`src/rtl/vga_pkg.sv`:
```
// Default 640x480@60 Hz raster timing and shared helpers for the VGA timing block.
package vga_pkg;

  typedef logic [9:0] coord_t;

  localparam int unsigned H_ACTIVE = 640;
  localparam int unsigned H_FP     = 16;
  localparam int unsigned H_SYNC   = 96;
  localparam int unsigned H_BP     = 48;
  localparam int unsigned H_TOTAL  = H_ACTIVE + H_FP + H_SYNC + H_BP;

  localparam int unsigned V_ACTIVE = 480;
  localparam int unsigned V_FP     = 10;
  localparam int unsigned V_SYNC   = 2;
  localparam int unsigned V_BP     = 33;
  localparam int unsigned V_TOTAL  = V_ACTIVE + V_FP + V_SYNC + V_BP;

  localparam int unsigned H_SYNC_START = H_ACTIVE + H_FP;
  localparam int unsigned H_SYNC_END   = H_ACTIVE + H_FP + H_SYNC - 1;
  localparam int unsigned V_SYNC_START = V_ACTIVE + V_FP;
  localparam int unsigned V_SYNC_END   = V_ACTIVE + V_FP + V_SYNC - 1;

  function automatic logic in_span(coord_t v, int unsigned lo, int unsigned hi);
    return (32'(v) >= lo) && (32'(v) <= hi);
  endfunction

endpackage

```
`src/rtl/mod_counter.sv`:
```
// Modulo-(MAX+1) counter; resets to MAX so the first enable lands on 0.
module mod_counter
  import vga_pkg::*;
#(
  parameter int unsigned MAX = 799
) (
  input  logic   clk,
  input  logic   rst_n,
  input  logic   en,
  output coord_t count,
  output coord_t count_nxt,
  output logic   wrap
);

  always_comb begin
    wrap      = en && (count == coord_t'(MAX));
    count_nxt = count;
    if (en) begin
      count_nxt = wrap ? '0 : count + 1'b1;
    end
  end

  always_ff @(posedge clk) begin
    if (!rst_n) begin
      count <= coord_t'(MAX);
    end else begin
      count <= count_nxt;
    end
  end

endmodule

```
`src/rtl/vga_timing.sv`:
```
// VGA raster generator advanced by rising edges of a clk-synchronous pixel strobe.
module vga_timing #(
  parameter int unsigned H_ACTIVE = vga_pkg::H_ACTIVE,
  parameter int unsigned H_FP     = vga_pkg::H_FP,
  parameter int unsigned H_SYNC   = vga_pkg::H_SYNC,
  parameter int unsigned H_BP     = vga_pkg::H_BP,
  parameter int unsigned V_ACTIVE = vga_pkg::V_ACTIVE,
  parameter int unsigned V_FP     = vga_pkg::V_FP,
  parameter int unsigned V_SYNC   = vga_pkg::V_SYNC,
  parameter int unsigned V_BP     = vga_pkg::V_BP
) (
  input  logic       clk,
  input  logic       rst_n,
  input  logic       pixel_clk,
  output logic       pixel_tick,
  output logic       hsync,
  output logic       vsync,
  output logic       video_on,
  output logic [9:0] pixel_x,
  output logic [9:0] pixel_y,
  output logic       frame_start
);

  localparam int unsigned HTotal  = H_ACTIVE + H_FP + H_SYNC + H_BP;
  localparam int unsigned VTotal  = V_ACTIVE + V_FP + V_SYNC + V_BP;
  localparam int unsigned HsStart = H_ACTIVE + H_FP;
  localparam int unsigned HsEnd   = H_ACTIVE + H_FP + H_SYNC - 1;
  localparam int unsigned VsStart = V_ACTIVE + V_FP;
  localparam int unsigned VsEnd   = V_ACTIVE + V_FP + V_SYNC - 1;

  logic            pclk_d;
  logic            adv;
  logic            h_wrap;
  logic            v_wrap;
  vga_pkg::coord_t h_nxt;
  vga_pkg::coord_t v_nxt;

  assign adv = pixel_clk & ~pclk_d;

  mod_counter #(
    .MAX(HTotal - 1)
  ) u_h_cnt (
    .clk      (clk),
    .rst_n    (rst_n),
    .en       (adv),
    .count    (pixel_x),
    .count_nxt(h_nxt),
    .wrap     (h_wrap)
  );

  mod_counter #(
    .MAX(VTotal - 1)
  ) u_v_cnt (
    .clk      (clk),
    .rst_n    (rst_n),
    .en       (adv & h_wrap),
    .count    (pixel_y),
    .count_nxt(v_nxt),
    .wrap     (v_wrap)
  );

  // Decoding the next-state counts keeps every registered output aligned with pixel_x/pixel_y.
  always_ff @(posedge clk) begin
    if (!rst_n) begin
      pclk_d      <= 1'b0;
      pixel_tick  <= 1'b0;
      frame_start <= 1'b0;
      hsync       <= 1'b1;
      vsync       <= 1'b1;
      video_on    <= 1'b0;
    end else begin
      pclk_d      <= pixel_clk;
      pixel_tick  <= adv;
      frame_start <= v_wrap;
      hsync       <= ~vga_pkg::in_span(h_nxt, HsStart, HsEnd);
      vsync       <= ~vga_pkg::in_span(v_nxt, VsStart, VsEnd);
      video_on    <= (32'(h_nxt) < H_ACTIVE) && (32'(v_nxt) < V_ACTIVE);
    end
  end

endmodule

```
`config.mk`:
```
export PLATFORM = sky130hd
export DESIGN_NAME = vga_timing
export DESIGN_NICKNAME = d
export VERILOG_FILES = /design/src/rtl/vga_pkg.sv /design/src/rtl/mod_counter.sv /design/src/rtl/vga_timing.sv
export SDC_FILE = /design/constraint.sdc
export NUM_CORES = 1
export LEC_CHECK = 0
export ABC_CLOCK_PERIOD_IN_PS = 6600
export BUFFER_PORTS_ARGS = -buffer_cell sky130_fd_sc_hd__buf_2
export CORE_ASPECT_RATIO = 0.75
export CORE_MARGIN = 2
export CORE_UTILIZATION = 30
export DETAILED_ROUTE_END_ITERATION = 6
export PLACE_DENSITY = 0.6
export REMOVE_ABC_BUFFERS = 1
export SETUP_SLACK_MARGIN = 0.3
export SLEW_MARGIN = 20
export SYNTH_ARGS = -nofsm -noshare
export SYNTH_HDL_FRONTEND = slang
export SYNTH_SLANG_ARGS = --single-unit
```
`constraint.sdc`:
```
create_clock -name clk -period 6.6 [get_ports clk]
set_clock_uncertainty 0.15 [all_clocks]
set_input_delay 0.99 -clock clk [delete_from_list [all_inputs] [get_ports clk]]
set_output_delay 0.99 -clock clk [all_outputs]
set_load 0.02 [all_outputs]
```
==> flow_summary.ini, run 1 <==
[run_status]
status = finished, final reports clean

[sta]
relSlewSlack_pct = 66.54
fin_crit_sh_pct = 47.86
report.final.slew_viol_count = 0
fin_ws_ps = 3441
tns_ps = 0
setup-violations-final = 0
rsz0062_at_grt = false
worstMarginPinSlew_ps = 498.0
whs_ps = 389.4
hold_viol = 0
max_freq_ghz = 0.3166
period_minus_slack_ps = 3159

[synthesis]
ys_top_cells_by_area = dfxtp_1, o21ai_0, nand2_1
yosys_warnings = 0
synth_edf_count = 0
syn_area_per_cell_um2 = 8.254
yosys-top-cells-count = dfxtp_1, nand2_1, o21ai_0, nor2_1, inv_1
netlist_instances = 171
yosysMostFrequentCell = dfxtp_1
ys_seq_area_share_pct = 36.88
yosysTopAreaCell = dfxtp_1
ys.flop_type = dfxtp_1
ys_types = 45
syn-cell-area_um2 = 1411
synth_top_area_share_pct = 36.88
async_flop_share_pct = 0
ys_ff_latch = 26

[critical_path]
startpoint_type = primary input
worstSetupStartpoint = pixel_clk
critical_path_required_ps = 6600
r2r_start = u_h_cnt.count[3]
cp-endpoint = vsync
worstPathMaxFanout = 13
timing.rr.end = vsync
crit_arrival_ps = 3160
end_kind = register
worstRegToRegCells = 5
crit_type = in -> reg
worst-r2r-setup-slack_ps = 3840

[clock_tree]
cts_setup_buffers = 0
clockRootBuffer = clkbuf_8
clockBufferDepth = 2
hold_buffers = 0
cts_sinks = 26
cts_buffers = 3
cts_tree = done
cts.htree.levels = 1
cts_resized = 0
clk_latency_ps = 270
path_clk_slew_ps = 90

[grt]
grt_use_total_pct = 13.39
grt_pass1_vias = 1191
grt_max_degree = 15
antenna_found_initial = 0
grt-ovfl-total = 0
grt_first_pass_wirelength_mm = 5.871

[drt]
viasPerCell = 5.147
num_vias = 1292
drtIter0Drc = 61
drcViolationCount = 0
ant_nets = 0
wire_per_inst_um = 13.53
wl_mm = 3.395
dr.pass1.iters = 5

[pwr]
leakage_nw = 0.6188
p_total_uw = 375.4
power.density_nw_per_um2 = 228.5
irDropWorstVdd_mv = 0.1500

[place]
portBuffers = 27
place.gp.congestion = 0.8271
hpwl_mm = 2.481
preCtsSetupSlack_ps = 3152
placedCellCount = 247

[final_layout]
diodes = 0
drive_gt1_share_pct = 20.10
area_delta_synth_final_pct = 16.40
fillerInstances = 476
final_nets = 201
stdcell_count = 251

[floorplanning]
die_y_um = 63.40
placementRows = 21
die_w_um = 83.20
core_area_um2 = 4493
design.die.area_um2 = 5275
initial_core_util_pct = 31.41
ios = 28

[run]
drv_cap = 0

[min_path]
hp-class = reg -> reg
[cell families after synthesis]
logic type	after synthesis	synth area share, %
xor gates and xnor gates	9	5.585
adders and majority gates	3	2.660
DFF	26	36.88
muxes	1	0.7092
buffers and inverters	17	4.787
AOI/OAI and AO/OA	36	17.11
and+or+nand+nor	79	32.27
[per-layer routing]
layer	vias up	wire length (um)	track usage (%)
met5	-	0	0
met4	0	27	3.074
met3	2	156	2.883
met2	31	1341	18.95
met1	591	1869	20.53
li1	668	-	-
[critical path, stage by stage]
cell      delay, ps
buf_2           110
nand4b_1        360
or4_1           820
or4_4           550
a22oi_2         220
nand4_1         110
[registers in the layout (all words and copies together), names as in the netlist]
| signal | count |
|---|---|
| pclk_d | 1 |
| hsync | 1 |
| u_v_cnt.count | 10 |
| video_on | 1 |
| u_h_cnt.count | 10 |
| frame_start | 1 |
| vsync | 1 |
| pixel_tick | 1 |
[final cells by class]
class | count | area (um2) | share of cell area [%]
clock buffer | 4 | 55.05 | 3.351
inverter | 8 | 30.03 | 1.828
multi-input combinational | 128 | 823.3 | 50.11
sequential | 26 | 520.5 | 31.68
tap | 57 | 71.32 | 4.341
timing repair buffer | 28 | 142.6 | 8.682
[worst min-delay path by stage]
stage	startpoint	to	cells after the start
detailed placement	u_h_cnt.count[1]	u_h_cnt.count[1]	2
global placement	u_h_cnt.count[1]	u_h_cnt.count[1]	2
global route	u_h_cnt.count[0]	u_h_cnt.count[0]	1
floorplan	pclk_d	u_h_cnt.count[1]	3
CTS	u_h_cnt.count[0]	u_h_cnt.count[0]	1
finish	u_h_cnt.count[0]	u_h_cnt.count[0]	1
[cells in the final DEF (no fill, tap or decap), types with 2 or more instances in the layout]
master / count
nor4_1: 2
o21ai_0: 13
o2111ai_1: 2
nor3b_1: 3
nand2b_1: 4
inv_1: 8
xor2_1: 5
nor4b_1: 4
nor2_1: 12
xnor2_1: 4
and2_1: 3
dfxtp_1: 26
nand4_1: 6
or4_1: 3
nand2_1: 16
o31ai_1: 2
or3_1: 4
ha_1: 3
buf_2: 27
a21oi_1: 7
nor3_1: 6
nand3_1: 7
clkbuf_8: 4
[where the power goes]
group          leakage [nW]  switching, mW  total [mW]  internal, mW
Clock                0.0288         0.0490       0.102        0.0533
Combinational         0.378         0.0575      0.0892        0.0317
Sequential            0.212         0.0164       0.184         0.168
[through the flow]
step | utilization (%) | cell area (um2)
3_3_place_gp | 35.34 | 1588
3_5_place_dp | 35.34 | 1588
5_1_grt | 36.56 | 1643
2_1_floorplan | - | 1374
6_report | 36.56 | 1643
4_1_cts | 36.56 | 1643
(Power assumes the default switching activity.)
==> run 2: changes to the inputs <==
--- a/config.mk
+++ b/config.mk
@@ -5,13 +5,13 @@
 export SDC_FILE = /design/constraint.sdc
 export NUM_CORES = 1
 export LEC_CHECK = 0
-export ABC_CLOCK_PERIOD_IN_PS = 6600
+export ABC_CLOCK_PERIOD_IN_PS = 2840
 export BUFFER_PORTS_ARGS = -buffer_cell sky130_fd_sc_hd__buf_2
 export CORE_ASPECT_RATIO = 0.75
 export CORE_MARGIN = 2
 export CORE_UTILIZATION = 30
 export DETAILED_ROUTE_END_ITERATION = 6
-export PLACE_DENSITY = 0.6
+export PLACE_DENSITY = 0.61
 export REMOVE_ABC_BUFFERS = 1
 export SETUP_SLACK_MARGIN = 0.3
 export SLEW_MARGIN = 20
==> constraint.sdc (replaced) <==
create_clock -name clk -period 2.84 [get_ports clk]
set_clock_uncertainty 0.15 [all_clocks]
set_input_delay 0.426 -clock clk [delete_from_list [all_inputs] [get_ports clk]]
set_output_delay 0.426 -clock clk [all_outputs]
set_load 0.02 [all_outputs]
==> run 2 against run 1 <==
Compared with the run above:
- sequential power increased by 130%
- sequential cell count unchanged
- die area unchanged
- critical endpoint unchanged
- largest cell class unchanged
- largest power group unchanged
==> flow_summary.ini, run 2 (synthesized netlist as in run 1, its figures left out) <==
[run_status]
status = finished, final reports clean

[critical_path]
worstPathMaxFanout = 6
cpPeakStageDelay_ps = 580
slowest_stage = or4_4
crit_arrival_ps = 2430
timing.rr.end = vsync
crit_type = reg -> reg
worst-r2r-setup-slack_ps = 410
r2r_start = u_h_cnt.count[1]
end_kind = register
worstRegToRegCells = 6
critical_path_required_ps = 2830
startpoint_type = register
path_cells = ha_4, nand2_2, or4_4, or4_1, a211oi_2, nand4_1
path_delay_family = simple AND/OR/NAND/NOR gates
critical_path_buf_inv_count = 0

[floorplanning]
placementRows = 21
die_y_um = 63.40
ios = 28
design.die.area_um2 = 5275
die_w_um = 83.20
core_area_um2 = 4493
initial_core_util_pct = 31.41

[sta]
tns_ps = 0
hold_viol = 0
report.final.slew_viol_count = 0
fin_crit_sh_pct = 85.64
rsz0062_at_grt = false
max_freq_ghz = 0.4112
setup-violations-final = 0
period_minus_slack_ps = 2432
worstMarginPinSlew_ps = 495.1
relSlewSlack_pct = 66.96
whs_ps = 252.1
fin_ws_ps = 407.8

[clock_tree]
cts_tree = done
cts_sinks = 26
path_clk_slew_ps = 90
cts.htree.levels = 1
clockRootBuffer = clkbuf_8
cts_buffers = 3
clk_latency_ps = 270
clockBufferDepth = 2

[grt]
grt_first_pass_wirelength_mm = 5.940
antenna_found_initial = 0
grt_pass1_vias = 1233
grt_use_total_pct = 13.79
grt-ovfl-total = 0
grt_max_degree = 16

[final_layout]
top_regs = u_h_cnt.count x10, u_v_cnt.count x10
final_cell_mix = buf_2, dfxtp_1, nand2_1
final_util_pct = 38.15
mostFrequentLayoutCell = buf_2
area_delta_synth_final_pct = 21.45
stdcell_count = 255
diodes = 0
drive_gt1_share_pct = 24.75
final_nets = 205

[min_path]
holdCritStartpoint = pixel_clk
whs_path_depth = 2
whs_endpoint = pclk_d
hp-class = in -> reg

[drt]
wire_per_inst_um = 13.73
dr.pass1.iters = 4
drcViolationCount = 0
wl_mm = 3.502
viasPerCell = 5.294
drtIter0Drc = 73
num_vias = 1350
ant_nets = 0

[place]
hpwl_mm = 2.567
placedCellCount = 251
portBuffers = 27
preCtsSetupSlack_ps = 193.9
place.gp.congestion = 0.8127

[run]
drv_cap = 0

[pwr]
irDropWorstVdd_mv = 0.2298
leakage_nw = 0.6502
power.density_nw_per_um2 = 554.9
[run 2: changes by cell type in the layout (fill, tap and decap cells not counted), moves of 2 or more]
cell     change
buf_4        +4
dfxtp_1      -2
dfxtp_2      +2
or4_1        -2
or4_4        +2
[run 2: through the flow]
stage | area (um2) | total power, mW
after floorplan | 1374 | 0.5728
after global placement | 1618 | 0.6453
after global routing | 1714 | 1.009
after CTS | 1699 | 0.9566
after detailed placement | 1618 | 0.6460
final | 1714 | 0.9513
[run 2: area by class of cell]
cell class              instances  area [um2]
flip-flops and latches         26       523.0
repair buffers                 32       172.7
multi-input cells             128       845.8
fillers                       484        2779
clock inverters                 1       30.03
inverters                       8       30.03
well taps                      57       71.32
clock buffers                   3       41.29
[run 2: how the worst max path moves through the flow]
stage | slack [ps] | endpoint | start | depth (start not counted)
floorplan | 220 | vsync | u_h_cnt.count[3] | 5
global placement | 290 | vsync | u_h_cnt.count[0] | 6
detailed placement | 190 | vsync | u_h_cnt.count[0] | 6
CTS | 310 | vsync | u_h_cnt.count[0] | 6
global route | 310 | vsync | u_h_cnt.count[1] | 6
finish | 410 | vsync | u_h_cnt.count[1] | 6
[run 2: where the power goes]
group | switching, mW | internal, mW
sequential | 0.0377 | 0.390
clock | 0.114 | 0.189
combinational | 0.139 | 0.0825
total | 0.290 | 0.661
[run 2: timing repair]
item | 4_1_cts | 5_1_grt
endpoints found under the hold margin | 0 | 0
gates resized for setup | 3 | 4
endpoints found under the setup margin | 2 | 2
hold buffers | 0 | 0
setup buffers | 0 | 0
pin swaps | 0 | 1
[run 2: routing by layer]
metal  global-route usage, %  share of wire [%]
met1                   19.89                 53
met2                   20.16                 41
met5                       0                  0
met3                   3.539                4.7
met4                   4.098               0.94
